==> config.mk <==
export PLATFORM = sky130hd
export DESIGN_NAME = sequence_gen_tx_flat
export DESIGN_NICKNAME = d
export VERILOG_FILES = /design/src/rtl/sequence_gen_tx_if.sv /design/src/rtl/sequence_gen_tx.sv /design/src/flat_wrapper.sv
export SDC_FILE = /design/constraint.sdc
export NUM_CORES = 1
export LEC_CHECK = 0
export ABC_AREA = 1
export CAP_MARGIN = 10
export CORE_MARGIN = 4
export CORE_UTILIZATION = 40
export CTS_CLUSTER_DIAMETER = 200
export DETAILED_ROUTE_END_ITERATION = 8
export PLACE_DENSITY_LB_ADDON = 0.15
export SLEW_MARGIN = 0
export SYNTH_ARGS = -nofsm -noshare
export SYNTH_HDL_FRONTEND = slang
export SYNTH_SLANG_ARGS = --single-unit
==> constraint.sdc <==
create_clock -name clk -period 3.6 [get_ports clk]
set_clock_uncertainty 0.1 [all_clocks]
set_input_delay 0.9 -clock clk [delete_from_list [all_inputs] [get_ports clk]]
set_output_delay 0.9 -clock clk [all_outputs]
set_load 0.03 [all_outputs]
==> src/rtl/sequence_gen_tx_if.sv <==
// Purpose: bundles the control, pattern and serial-output signals of sequence_gen_tx.
// Latency: none (wires only).
// Backpressure: none; the transmitter is start/busy/done handshaked, never stalled by the sink.
//
// Signals
//   start       request, honoured only while busy=0
//   abort       cancel the transfer in progress
//   pattern     PAT_W-bit pattern, sent MSB first
//   repeat_cnt  number of frames minus one
//   gap         idle cycles between frames
//   data        serial bit out
//   valid       data carries a pattern (or parity) bit
//   busy        transfer in progress
//   done        one-cycle pulse when the last frame has finished
// Modports: master = requester/sink side, slave = transmitter side.
interface sequence_gen_tx_if #(
    parameter int PAT_W = 4,
    parameter int RPT_W = 4,
    parameter int GAP_W = 4
) ();
    logic             start;
    logic             abort;
    logic [PAT_W-1:0] pattern;
    logic [RPT_W-1:0] repeat_cnt;
    logic [GAP_W-1:0] gap;
    logic             data;
    logic             valid;
    logic             busy;
    logic             done;

    modport master (
        output start, abort, pattern, repeat_cnt, gap,
        input  data, valid, busy, done
    );

    modport slave (
        input  start, abort, pattern, repeat_cnt, gap,
        output data, valid, busy, done
    );
endinterface

==> src/rtl/sequence_gen_tx.sv <==
// Purpose: serial pattern transmitter, PAT_W-bit pattern MSB first, (repeat_cnt+1) frames with idle gaps.
// Latency: first bit is visible the cycle after start is sampled; one bit per clock thereafter.
// Backpressure: none; start is ignored while busy, abort cancels on the next edge.
//
// Ports
//   clk   clock, all logic on posedge
//   rst   asynchronous active-high reset
//   bus   sequence_gen_tx_if.slave (start/abort/pattern/repeat_cnt/gap in, data/valid/busy/done out)
// Build option: define SEQ_TX_PARITY_EN to append one even-parity bit (XOR of pattern) to every
//   frame; without it no parity state or logic is built and frames are PAT_W bits long.
module sequence_gen_tx #(
    parameter int PAT_W = 4,
    parameter int RPT_W = 4,
    parameter int GAP_W = 4
) (
    input  logic             clk,
    input  logic             rst,
    sequence_gen_tx_if.slave bus
);
    localparam int CNT_W = $clog2(PAT_W);
    localparam logic [CNT_W-1:0] LAST_BIT = CNT_W'(PAT_W - 1);

    localparam logic [1:0] ST_IDLE  = 2'b00;
    localparam logic [1:0] ST_SHIFT = 2'b01;
`ifdef SEQ_TX_PARITY_EN
    localparam logic [1:0] ST_PAR   = 2'b10;
`endif
    localparam logic [1:0] ST_GAP   = 2'b11;

    logic [1:0]       state;
    logic [PAT_W-1:0] pat_q;        // pattern held for reloading each frame
    logic [PAT_W-1:0] shreg;        // remaining bits of the current frame, MSB next
    logic [CNT_W-1:0] bit_cnt;      // index of the bit currently on data
    logic [RPT_W-1:0] frames_left;  // frames still to send after the current one
    logic [GAP_W-1:0] gap_q;
    logic [GAP_W-1:0] gap_cnt;      // gap cycles remaining after the current one
    logic             data_q;
    logic             valid_q;
    logic             busy_q;
    logic             done_q;

    // eof: the final cycle of a frame (last pattern bit, or parity bit) is on the output now.
    // reload: the next edge must present the MSB of a new frame.
    logic eof;
    logic reload;

    always_comb begin
        eof    = 1'b0;
        reload = 1'b0;
`ifdef SEQ_TX_PARITY_EN
        eof = (state == ST_PAR);
`else
        eof = (state == ST_SHIFT) && (bit_cnt == LAST_BIT);
`endif
        reload = (eof && (frames_left != '0) && (gap_q == '0)) ||
                 ((state == ST_GAP) && (gap_cnt == '0));
    end

    always_ff @(posedge clk or posedge rst) begin
        if (rst) begin
            state       <= ST_IDLE;
            pat_q       <= '0;
            shreg       <= '0;
            bit_cnt     <= '0;
            frames_left <= '0;
            gap_q       <= '0;
            gap_cnt     <= '0;
            data_q      <= 1'b0;
            valid_q     <= 1'b0;
            busy_q      <= 1'b0;
            done_q      <= 1'b0;
        end else begin
            done_q <= 1'b0;
            if (bus.abort) begin
                // Abort wins over start and over every in-flight action; done is not raised.
                state   <= ST_IDLE;
                data_q  <= 1'b0;
                valid_q <= 1'b0;
                busy_q  <= 1'b0;
            end else begin
                if (eof && (frames_left != '0))
                    frames_left <= frames_left - 1'b1;

                if (reload) begin
                    state   <= ST_SHIFT;
                    data_q  <= pat_q[PAT_W-1];
                    shreg   <= {pat_q[PAT_W-2:0], 1'b0};
                    bit_cnt <= '0;
                    valid_q <= 1'b1;
                end else if (eof) begin
                    if (frames_left == '0) begin
                        state   <= ST_IDLE;
                        data_q  <= 1'b0;
                        valid_q <= 1'b0;
                        busy_q  <= 1'b0;
                        done_q  <= 1'b1;
                    end else begin
                        // gap_q is nonzero here, otherwise reload would have fired.
                        state   <= ST_GAP;
                        gap_cnt <= gap_q - 1'b1;
                        data_q  <= 1'b0;
                        valid_q <= 1'b0;
                    end
                end else begin
                    case (state)
                        ST_IDLE: begin
                            if (bus.start) begin
                                pat_q       <= bus.pattern;
                                frames_left <= bus.repeat_cnt;
                                gap_q       <= bus.gap;
                                data_q      <= bus.pattern[PAT_W-1];
                                shreg       <= {bus.pattern[PAT_W-2:0], 1'b0};
                                bit_cnt     <= '0;
                                valid_q     <= 1'b1;
                                busy_q      <= 1'b1;
                                state       <= ST_SHIFT;
                            end
                        end
                        ST_SHIFT: begin
`ifdef SEQ_TX_PARITY_EN
                            if (bit_cnt == LAST_BIT) begin
                                state  <= ST_PAR;
                                data_q <= ^pat_q;
                            end else begin
                                data_q  <= shreg[PAT_W-1];
                                shreg   <= {shreg[PAT_W-2:0], 1'b0};
                                bit_cnt <= bit_cnt + 1'b1;
                            end
`else
                            data_q  <= shreg[PAT_W-1];
                            shreg   <= {shreg[PAT_W-2:0], 1'b0};
                            bit_cnt <= bit_cnt + 1'b1;
`endif
                        end
`ifdef SEQ_TX_PARITY_EN
                        ST_PAR: begin
                            // Always handled as eof above.
                        end
`endif
                        ST_GAP: begin
                            gap_cnt <= gap_cnt - 1'b1;
                        end
                        default: begin
                            state   <= ST_IDLE;
                            data_q  <= 1'b0;
                            valid_q <= 1'b0;
                            busy_q  <= 1'b0;
                        end
                    endcase
                end
            end
        end
    end

    assign bus.data  = data_q;
    assign bus.valid = valid_q;
    assign bus.busy  = busy_q;
    assign bus.done  = done_q;
endmodule

==> src/flat_wrapper.sv <==
// flat-port wrapper written by rule: the top's interface ports become plain ports
module sequence_gen_tx_flat 
#(
    parameter int PAT_W = 4,
    parameter int RPT_W = 4,
    parameter int GAP_W = 4
)
  (clk, rst, bus_start, bus_abort, bus_pattern, bus_repeat_cnt, bus_gap, bus_data, bus_valid, bus_busy, bus_done);
  sequence_gen_tx_if #(.PAT_W(PAT_W), .RPT_W(RPT_W), .GAP_W(GAP_W)) bus_i ();
  input  logic clk;
  input  logic rst;
  input wire logic [$bits(bus_i.start)-1:0] bus_start;
  input wire logic [$bits(bus_i.abort)-1:0] bus_abort;
  input wire logic [$bits(bus_i.pattern)-1:0] bus_pattern;
  input wire logic [$bits(bus_i.repeat_cnt)-1:0] bus_repeat_cnt;
  input wire logic [$bits(bus_i.gap)-1:0] bus_gap;
  output wire logic [$bits(bus_i.data)-1:0] bus_data;
  output wire logic [$bits(bus_i.valid)-1:0] bus_valid;
  output wire logic [$bits(bus_i.busy)-1:0] bus_busy;
  output wire logic [$bits(bus_i.done)-1:0] bus_done;
  assign bus_i.start = bus_start;
  assign bus_i.abort = bus_abort;
  assign bus_i.pattern = bus_pattern;
  assign bus_i.repeat_cnt = bus_repeat_cnt;
  assign bus_i.gap = bus_gap;
  assign bus_data = bus_i.data;
  assign bus_valid = bus_i.valid;
  assign bus_busy = bus_i.busy;
  assign bus_done = bus_i.done;
  sequence_gen_tx #(.PAT_W(PAT_W), .RPT_W(RPT_W), .GAP_W(GAP_W)) u_core (.clk(clk), .rst(rst), .bus(bus_i));
endmodule
* Word level (Yosys, flattened, before mapping)
Cells that the tools add are included.
W data, S select, Z words.
** Word-level totals
- Flip-flop bits (word level) :: 28
- Bits of input ports :: 16
** Cells by class
- Bitwise logic cells :: 3
- Add/subtract/negate cells :: 4
- Eq/ne operators :: 13
- Muxes and demuxes :: 40
- Reductions and logical operators :: 19
** Operator list (count)
- $mux W4 :: 11
- $mux W1 :: 16
- $mux W2 :: 8
- $logic_not A4 Y1 :: 3
- $reduce_and A4 Y1 :: 3
- $sub A4 B1 Y4 const B :: 3
- $pmux W2 S2 :: 2
- $pmux W4 S2 :: 1
- $ne A2 B2 Y1 const B :: 3
- $ne A5 B3 Y1 const B :: 1
- $reduce_and A5 Y1 :: 1
- $eq A2 B2 Y1 const B :: 2
- $logic_and A1 B1 Y1 :: 4
- $ne A4 B1 Y1 const B :: 1
- $ne A4 B2 Y1 const B :: 1
- $ne A4 B3 Y1 const B :: 1
- $reduce_and A2 Y1 :: 2
- $reduce_bool A4 Y1 :: 1
- $ne A3 B1 Y1 const B :: 1
- $ne A3 B2 Y1 const B :: 1
- $ne A3 B3 Y1 const B :: 1
- $not A1 Y1 :: 3
- $pmux W1 S3 :: 1
- $reduce_bool A3 Y1 :: 1
- 7 further kinds :: 7

* Logic depth before layout (Yosys ltp)
- Depth in word-level cells :: 8
- Depth in mapped cells :: 10
- Gate-level depth less buffers :: 10

* Least setup slack after synthesis
OpenSTA, ideal clock, no wires.
- Kind :: input to register
- Start point :: input bus_abort
- End point :: register u_core.state[0]
- Cell stages on the path :: 6
- Library setup time :: 0.121 ns
- Slack :: 1.773 ns
- Required time :: 3.379 ns
- Arrival :: 1.606 ns
- Cells stage by stage :: clkbuf_1 nor2_1 nand2_1 nand2_1 nor3_1 nor2_1
** Between the ends
- Cells in the longest elaborated chain, start to end :: 2
- Elaborated cells between the ends (all ways) :: 4
** Ends and longest elaborated chain
- start, declared :: line flat_wrapper.sv:13 : input wire logic [$bits(bus_i.abort)-1:0] bus_abort;
- $ne A5 B3 Y1 (no source line) / $ne A4 B1 Y1 (equally long branches)
- $reduce_and A2 Y1 (no source line)
- end signal, assigned :: line sequence_gen_tx.sv:61 : state <= ST_IDLE;
- end signal, assigned :: line sequence_gen_tx.sv:76 : state <= ST_IDLE;
- end signal, assigned :: line sequence_gen_tx.sv:85 : state <= ST_SHIFT;
- end, declared :: line sequence_gen_tx.sv:30 : logic [1:0] state;
Several ways; a longest one is shown, not always the timed one.
A chain may end at the register's enable or synchronous reset.

* Final worst setup path
- Start point :: input bus_abort
- End point :: register u_core.pat_q[1]
** Between the ends
- Cells in the longest elaborated chain, start to end :: 2
** Ends and longest elaborated chain
- $not A1 Y1 (no source line)
- $reduce_and A5 Y1 (no source line)
- end signal, assigned :: line sequence_gen_tx.sv:108 : pat_q <= bus.pattern;
- end, declared :: line sequence_gen_tx.sv:31 : logic [PAT_W-1:0] pat_q;
Every way passes these cells.

==> results.sh <==
export IMPL_outcome="finished clean"
export IMPL_vias_per_cell=4.83
export IMPL_core_rowCount=22
export IMPL_die_h_um=70.8
export IMPL_design_die_area_um2=5010
export IMPL_fin_tns_setup_ps=0
export IMPL_design_portCount=20
export IMPL_portBuffers=19
export IMPL_synth_compound_area_share_pct=7.78
export IMPL_crit_type="in -> reg"
export IMPL_final_common_cell="nand2_1"
export IMPL_ctsResizeCount=0
export IMPL_wirelength_um=3390
export IMPL_cap_violations=0
export IMPL_overflow=0
export IMPL_fmaxAchievable_mhz=398
export IMPL_nets=265
export IMPL_max_vdd_ir_drop_mv=0.248
export IMPL_ys_ff_latch=27
export IMPL_worst_pin_slew_ps=635
export IMPL_worstHoldPathType="reg -> reg"
export IMPL_r2r_cells=6
export IMPL_most_common_layout_cells="nand2_1 (79), dfrtp_1 (27), nand3_1 (23), inv_1 (22), clkdlybuf4s50_1 (19)"
export IMPL_holdCritStartpoint="u_core.pat_q[2]"
export IMPL_clock_sinks=27
export IMPL_slew_headroom_pct=57.5
export IMPL_antenna_found_initial=0
export IMPL_hpwlAfterDp_um=2520
export IMPL_ys_seq_area_share_pct=42.9
export IMPL_whs_path_depth=2
export IMPL_synth_top_family_by_area="simple AND/OR/NAND/NOR gates"
export IMPL_cp_data_required_time_ps=3660
export IMPL_r2r_slack_ps=1510
export IMPL_grt_max_degree=28
export IMPL_syn_avg_cell_area_um2=7.00
export IMPL_finalMaxSlewViolations=0
export IMPL_grt_busiest_layer="met2"
export IMPL_setup_viol=0
export IMPL_firstDrtPassIters=4
export IMPL_cp_startpoint="bus_abort"
export IMPL_power_mw=1.22
export IMPL_end_kind="flop"
export IMPL_insertedDiodeCount=0
export IMPL_cts_hold_buf=0
export IMPL_synth_adder_area_share_pct=2.38
export IMPL_cts_reportedPaths_clkPinSlew_ps=90
export IMPL_reg2reg_from="u_core.state[0]"
export IMPL_syn_inst=225
export IMPL_cts_made_buffers=3
export IMPL_drt_iter0_markers=106
export IMPL_grt_use_met2_pct=21.7
export IMPL_syn_cell_area_um2=1580
export IMPL_die_w_um=70.8
export IMPL_grtUsageMet1_pct=20.9
export IMPL_yosys_area_share_simple_pct=38.0
export IMPL_p_leak_nw=0.971
export IMPL_worst_setup_path_start_kind="input pin"
export IMPL_cp_arrival_ps=2580
export IMPL_area_delta_synth_final_pct=17.6
export IMPL_grt_pass1_vias=1289
export IMPL_core_region_area_um2=3740
export IMPL_p_per_area_nw_per_um2=658
export IMPL_hold_violations=0
export IMPL_grtUsageMet3_pct=1.85
export IMPL_route_detailed_drc=0
export IMPL_clk_insertion_delay_late_ps=270
export IMPL_yosys_cell_types_count=23
export IMPL_grt_usage_pct=14.2
export IMPL_post_cts_buffers=0
export IMPL_drt_antenna_violating_nets=0
export IMPL_period_share_pct=69.9
export IMPL_wl_per_cell_um=11.6
export IMPL_htreeDepth=1
export IMPL_cp_max_fo=12
export IMPL_synth_xor_area_share_pct=0.556
export IMPL_clockRootBuffer="clkbuf_8"
export IMPL_grt_setup_unrepaired="no"
export IMPL_fin_crit_ps=2520
export IMPL_synthMuxAreaShare_pct=0
export IMPL_yosys_warnings=0
export IMPL_r2r_end="u_core.pat_q[1]"
export IMPL_syn_nets=244
export IMPL_gp_congestion=0.793
export IMPL_grt_pass1_wl_um=5890
export IMPL_drive_above_1_share_pct=8.98
export IMPL_cts_max_path_buffers=2
export IMPL_start_util_pct=42.1
export IMPL_vias=1414
export IMPL_cts_tree="built"
export IMPL_hold_end="u_core.pat_q[2]"
[worst max path at each step]
| stage | depth (start not counted) | slack [ps] | to |
|---|---|---|---|
| 2_1_floorplan | 6 | 1770 | u_core.state[0] |
| 3_3_place_gp | 6 | 840 | u_core.gap_cnt[1] |
| 3_5_place_dp | 5 | 790 | u_core.pat_q[1] |
| 4_1_cts | 5 | 1080 | u_core.pat_q[1] |
| 5_1_grt | 5 | 880 | u_core.pat_q[0] |
| 6_report | 5 | 1080 | u_core.pat_q[1] |
[layout make-up]
cell class	instances	area (µm²)
fillers	384	1890
multi-input cells	166	767
flip-flops and latches	27	676
repair buffers	20	198
inverters	28	105
well taps	48	60.1
clock buffers	3	41.3
clock inverters	1	5.00
[layer usage]
layer,routed length [µm],up-vias
li1,-,755
met1,1760,633
met2,1520,22
met3,89,4
met4,23,0
met5,0,-
[power by group]
part | internal (mW) | total, mW | switching (mW)
sequential | 0.424 | 0.511 | 0.0868
clock | 0.0775 | 0.173 | 0.0956
combinational | 0.202 | 0.534 | 0.332
total | 0.704 | 1.22 | 0.514
[metrics by stage]
step | setup slack (ps) | cell area (µm²) | hold slack [ps] | std cells | util [%]
3_3_place_gp | 839 | 1810 | 365 | 289 | 48.2
5_1_grt | 880 | 1850 | 411 | 293 | 49.5
3_5_place_dp | 787 | 1810 | 358 | 289 | 48.2
2_1_floorplan | 1770 | 1580 | 342 | 225 | -
6_report | 1080 | 1850 | 385 | 293 | 49.5
4_1_cts | 1080 | 1850 | 382 | 293 | 49.5
[state kept, by name, indices dropped and copies added, names as in the netlist]
| signal | count |
|---|---|
| u_core.bit_cnt | 2 |
| u_core.bus.busy | 1 |
| u_core.bus.data | 1 |
| u_core.bus.done | 1 |
| u_core.bus.valid | 1 |
| u_core.frames_left | 4 |
| u_core.gap_cnt | 4 |
| u_core.gap_q | 4 |
| u_core.pat_q | 4 |
| u_core.shreg | 3 |
| u_core.state | 2 |
[worst max-delay path: stages]
cell             delay, ps
clkdlybuf4s50_1        630
nor2_1                 610
inv_1                  270
nand2_1                110
o21ai_1                 60
[synth_stat cells]
master    number  area (µm²)
nand2_2        5        31.3
buf_2          1        5.00
buf_4          1        7.51
nand2_1       79         297
nor3_1         3        15.0
inv_2          5        18.8
nor2_2         3        18.8
o21ai_0        8        40.0
xor2_1         1        8.76
a21oi_1        2        10.0
nand4_1        4        25.0
o21ai_1       13        65.1
or2_2          2        12.5
clkbuf_1       1        3.75
nand3_1       23         115
inv_1         22        82.6
clkinv_1       1        3.75
nor2_1        17        63.8
o211ai_1       1        7.51
buf_6          1        11.3
nand3_2        2        20.0
dfrtp_1       27         676
ha_1           3        37.5
[cells by family after synthesis]
group	Yosys count
xor+xnor	1
simple gates	138
compound gates	24
fa+ha+maj	3
buf+inv	32
flops	27
Note: power is estimated with default switching activity, not from simulation.
==> variant (same settings) <==
The option `SEQ_TX_PARITY_EN` is turned on by a define.
--- a/src/rtl/sequence_gen_tx.sv
+++ b/src/rtl/sequence_gen_tx.sv
@@ -9,4 +9,6 @@
 // Build option: define SEQ_TX_PARITY_EN to append one even-parity bit (XOR of pattern) to every
 //   frame; without it no parity state or logic is built and frames are PAT_W bits long.
+`define SEQ_TX_PARITY_EN
+
 module sequence_gen_tx #(
     parameter int PAT_W = 4,
Check against the original RTL: not equivalent (Yosys sat finds a counterexample within 10 cycles, from zero or initial values and one cycle with rst high).
==> variant against the original RTL <==
- sequential share of layout area down 0.94 points
- fmax is 3.3% higher
- synthesized area increased by 2.6%
- power is 18% higher
- routed wire length is 4.7% higher
- worst setup slack gained 81 ps
- sequential cell count unchanged
- final area increased by 2.6%
- largest power group unchanged
- highest routed layer unchanged
==> variant: results (changes against the original RTL) <==
Status: finished clean
Fraction of area in registers: 35.5% (-0.94 points)
Routed length on met2: 1.68 mm (+11%)
Clock tree buffer depth: 2 (unchanged)
Inverter count: 30 (+7.1%)
Synth async-reset ratio: 100% (unchanged)
H-tree depth: 1 (unchanged)
Clock-pin slew on the worst setup and hold paths: 100 ps
GRT Overall Usage: 14.6% (+0.40 points)
Ant. Diodes: 0 (unchanged)
WL met1: 1.69 mm (-3.8%)
Post-layout net count: 261 (-1.5%)
Vias in the first global route: 1277 (-0.93%)
Multi-input gates: 160 (-3.6%)
Leakage: 0.934 nW (-3.7%)
Post-CTS sizing: 0 (unchanged)
Area of the multi-input gates: 808 um^2 (+5.4%)
CP Max Fanout: 13 (+1)
Final wirelength: 3.55 mm (+4.7%)
Layout cell share with drive strength beyond 1: 9.54% (+0.56 points)
Vias: 1403 (-0.78%)
Clock insertion delay at the later pin of the skew report: 280 ps
Initial antenna violation count: 0 (unchanged)
Port Buffer Count: 19 (unchanged)
Largest net degree at the start of global routing: 28 (unchanged)
DR top layer: met4
Post-Place Setup Slack: 881 ps (+94.4 ps)
Wire length per cell: 12.3 um (+6.1%)
Worst reg2reg path depth: 9 (+3)
Setup TNS: 0 ps (unchanged)
Seq/Total Area, Yosys: 41.8% (-1.1 points)
Netlist cell types: 26 (+13%)
Mapped Nets: 239 (-2.0%)
DR WL met3: 132 um (+48%)
Post-DP Area: 0.00185 mm^2 (+2.7%)
Syn. warnings: 0 (unchanged)
DR iter-0 viols: 109 (+2.8%)
Buffers excl. clock: 20 (unchanged)
Post-Synthesis Cells: 220 (-2.2%)
Grt met2 use: 24.3% (+2.6 points)
Signal buf overhead: 10.4% (-0.27 points)
Cell count after placement: 285 (-1.4%)
Synth top area cells: dfrtp_1, nand2_1, inv_1
Pwr/cell area: 756 mW/mm^2 (+15%)
Final HPWL DP: 2.61 mm (+3.7%)
Most frequent cells after synthesis: nand2_1, dfrtp_1, inv_1
Layout clock area frac: 2.44% (-0.064 points)
Arrival @ worst endpoint: 2520 ps (-60 ps)
Cts bufs inserted: 3 (unchanged)
Filler cells: 373 (-2.9%)
M1 GR Usage: 19.0% (-1.9 points)
First-pass GRT wire length: 5.89 mm (unchanged)
Met3 usage: 3.51% (+1.7 points)
Max VDD drop: 319 uV (+29%)
Worst hold stages: 2 (unchanged)
Final-report setup violation count: 0 (unchanged)
GPL Wtd Cong: 0.806 (+1.7%)
Slew @ Worst Pin: 447 ps (-188 ps)
-- variant: cell types whose count changed after synthesis, moves of 3 or more --
cell,before,now
a21oi_1,2,7
a21oi_2,0,4
inv_1,22,27
nand2_1,79,65
nand2_2,5,2
nand2_4,0,3
nand3_1,23,20
nand4_1,4,0
nor2_2,3,0
o211ai_1,1,5
o21ai_0,8,19
o21ai_1,13,3
-- variant: cell families after synthesis --
family	after synthesis	share of synthesized area [%]
compound gates	42	16.1
simple gates	114	31.0
xor+xnor	1	0.542
fa+ha+maj	3	2.32
flops	27	41.8
buf+inv	33	8.20
-- variant: worst max-delay path: stages --
cell             delay, ps
clkdlybuf4s50_1        550
inv_1                  370
nand2_1                150
nor3_2                 280
inv_1                  130
nand2_1                 70
o21ai_1                 50
-- variant: report_power, final --
group / internal, mW / switching, mW / leakage, nW
sequential: 0.437 / 0.109 / 0.331
combinational: 0.273 / 0.440 / 0.578
clock: 0.0778 / 0.100 / 0.0255
total: 0.788 / 0.649 / 0.934
-- variant: worst paths after layout --
check	endpoint	slack, ps	from
max in group asynchronous	u_core.bit_cnt[0]	2250	rst
hold / removal	u_core.gap_q[1]	410	u_core.gap_q[1]
setup reg to reg	u_core.bit_cnt[1]	1640	u_core.state[0]
hold reg to reg	u_core.gap_q[1]	410	u_core.gap_q[1]
setup / recovery	u_core.gap_cnt[2]	1170	bus_abort
min in group asynchronous	u_core.gap_q[2]	870	rst
-- variant: per-stage QoR --
| stage | hold WS [ps] | total power, mW |
|---|---|---|
| 3_5_place_dp | 393 | 1.27 |
| 4_1_cts | 418 | 1.45 |
| 3_3_place_gp | 389 | 1.26 |
| 2_1_floorplan | 359 | 1.10 |
| 5_1_grt | 450 | 1.58 |
| 6_report | 413 | 1.44 |
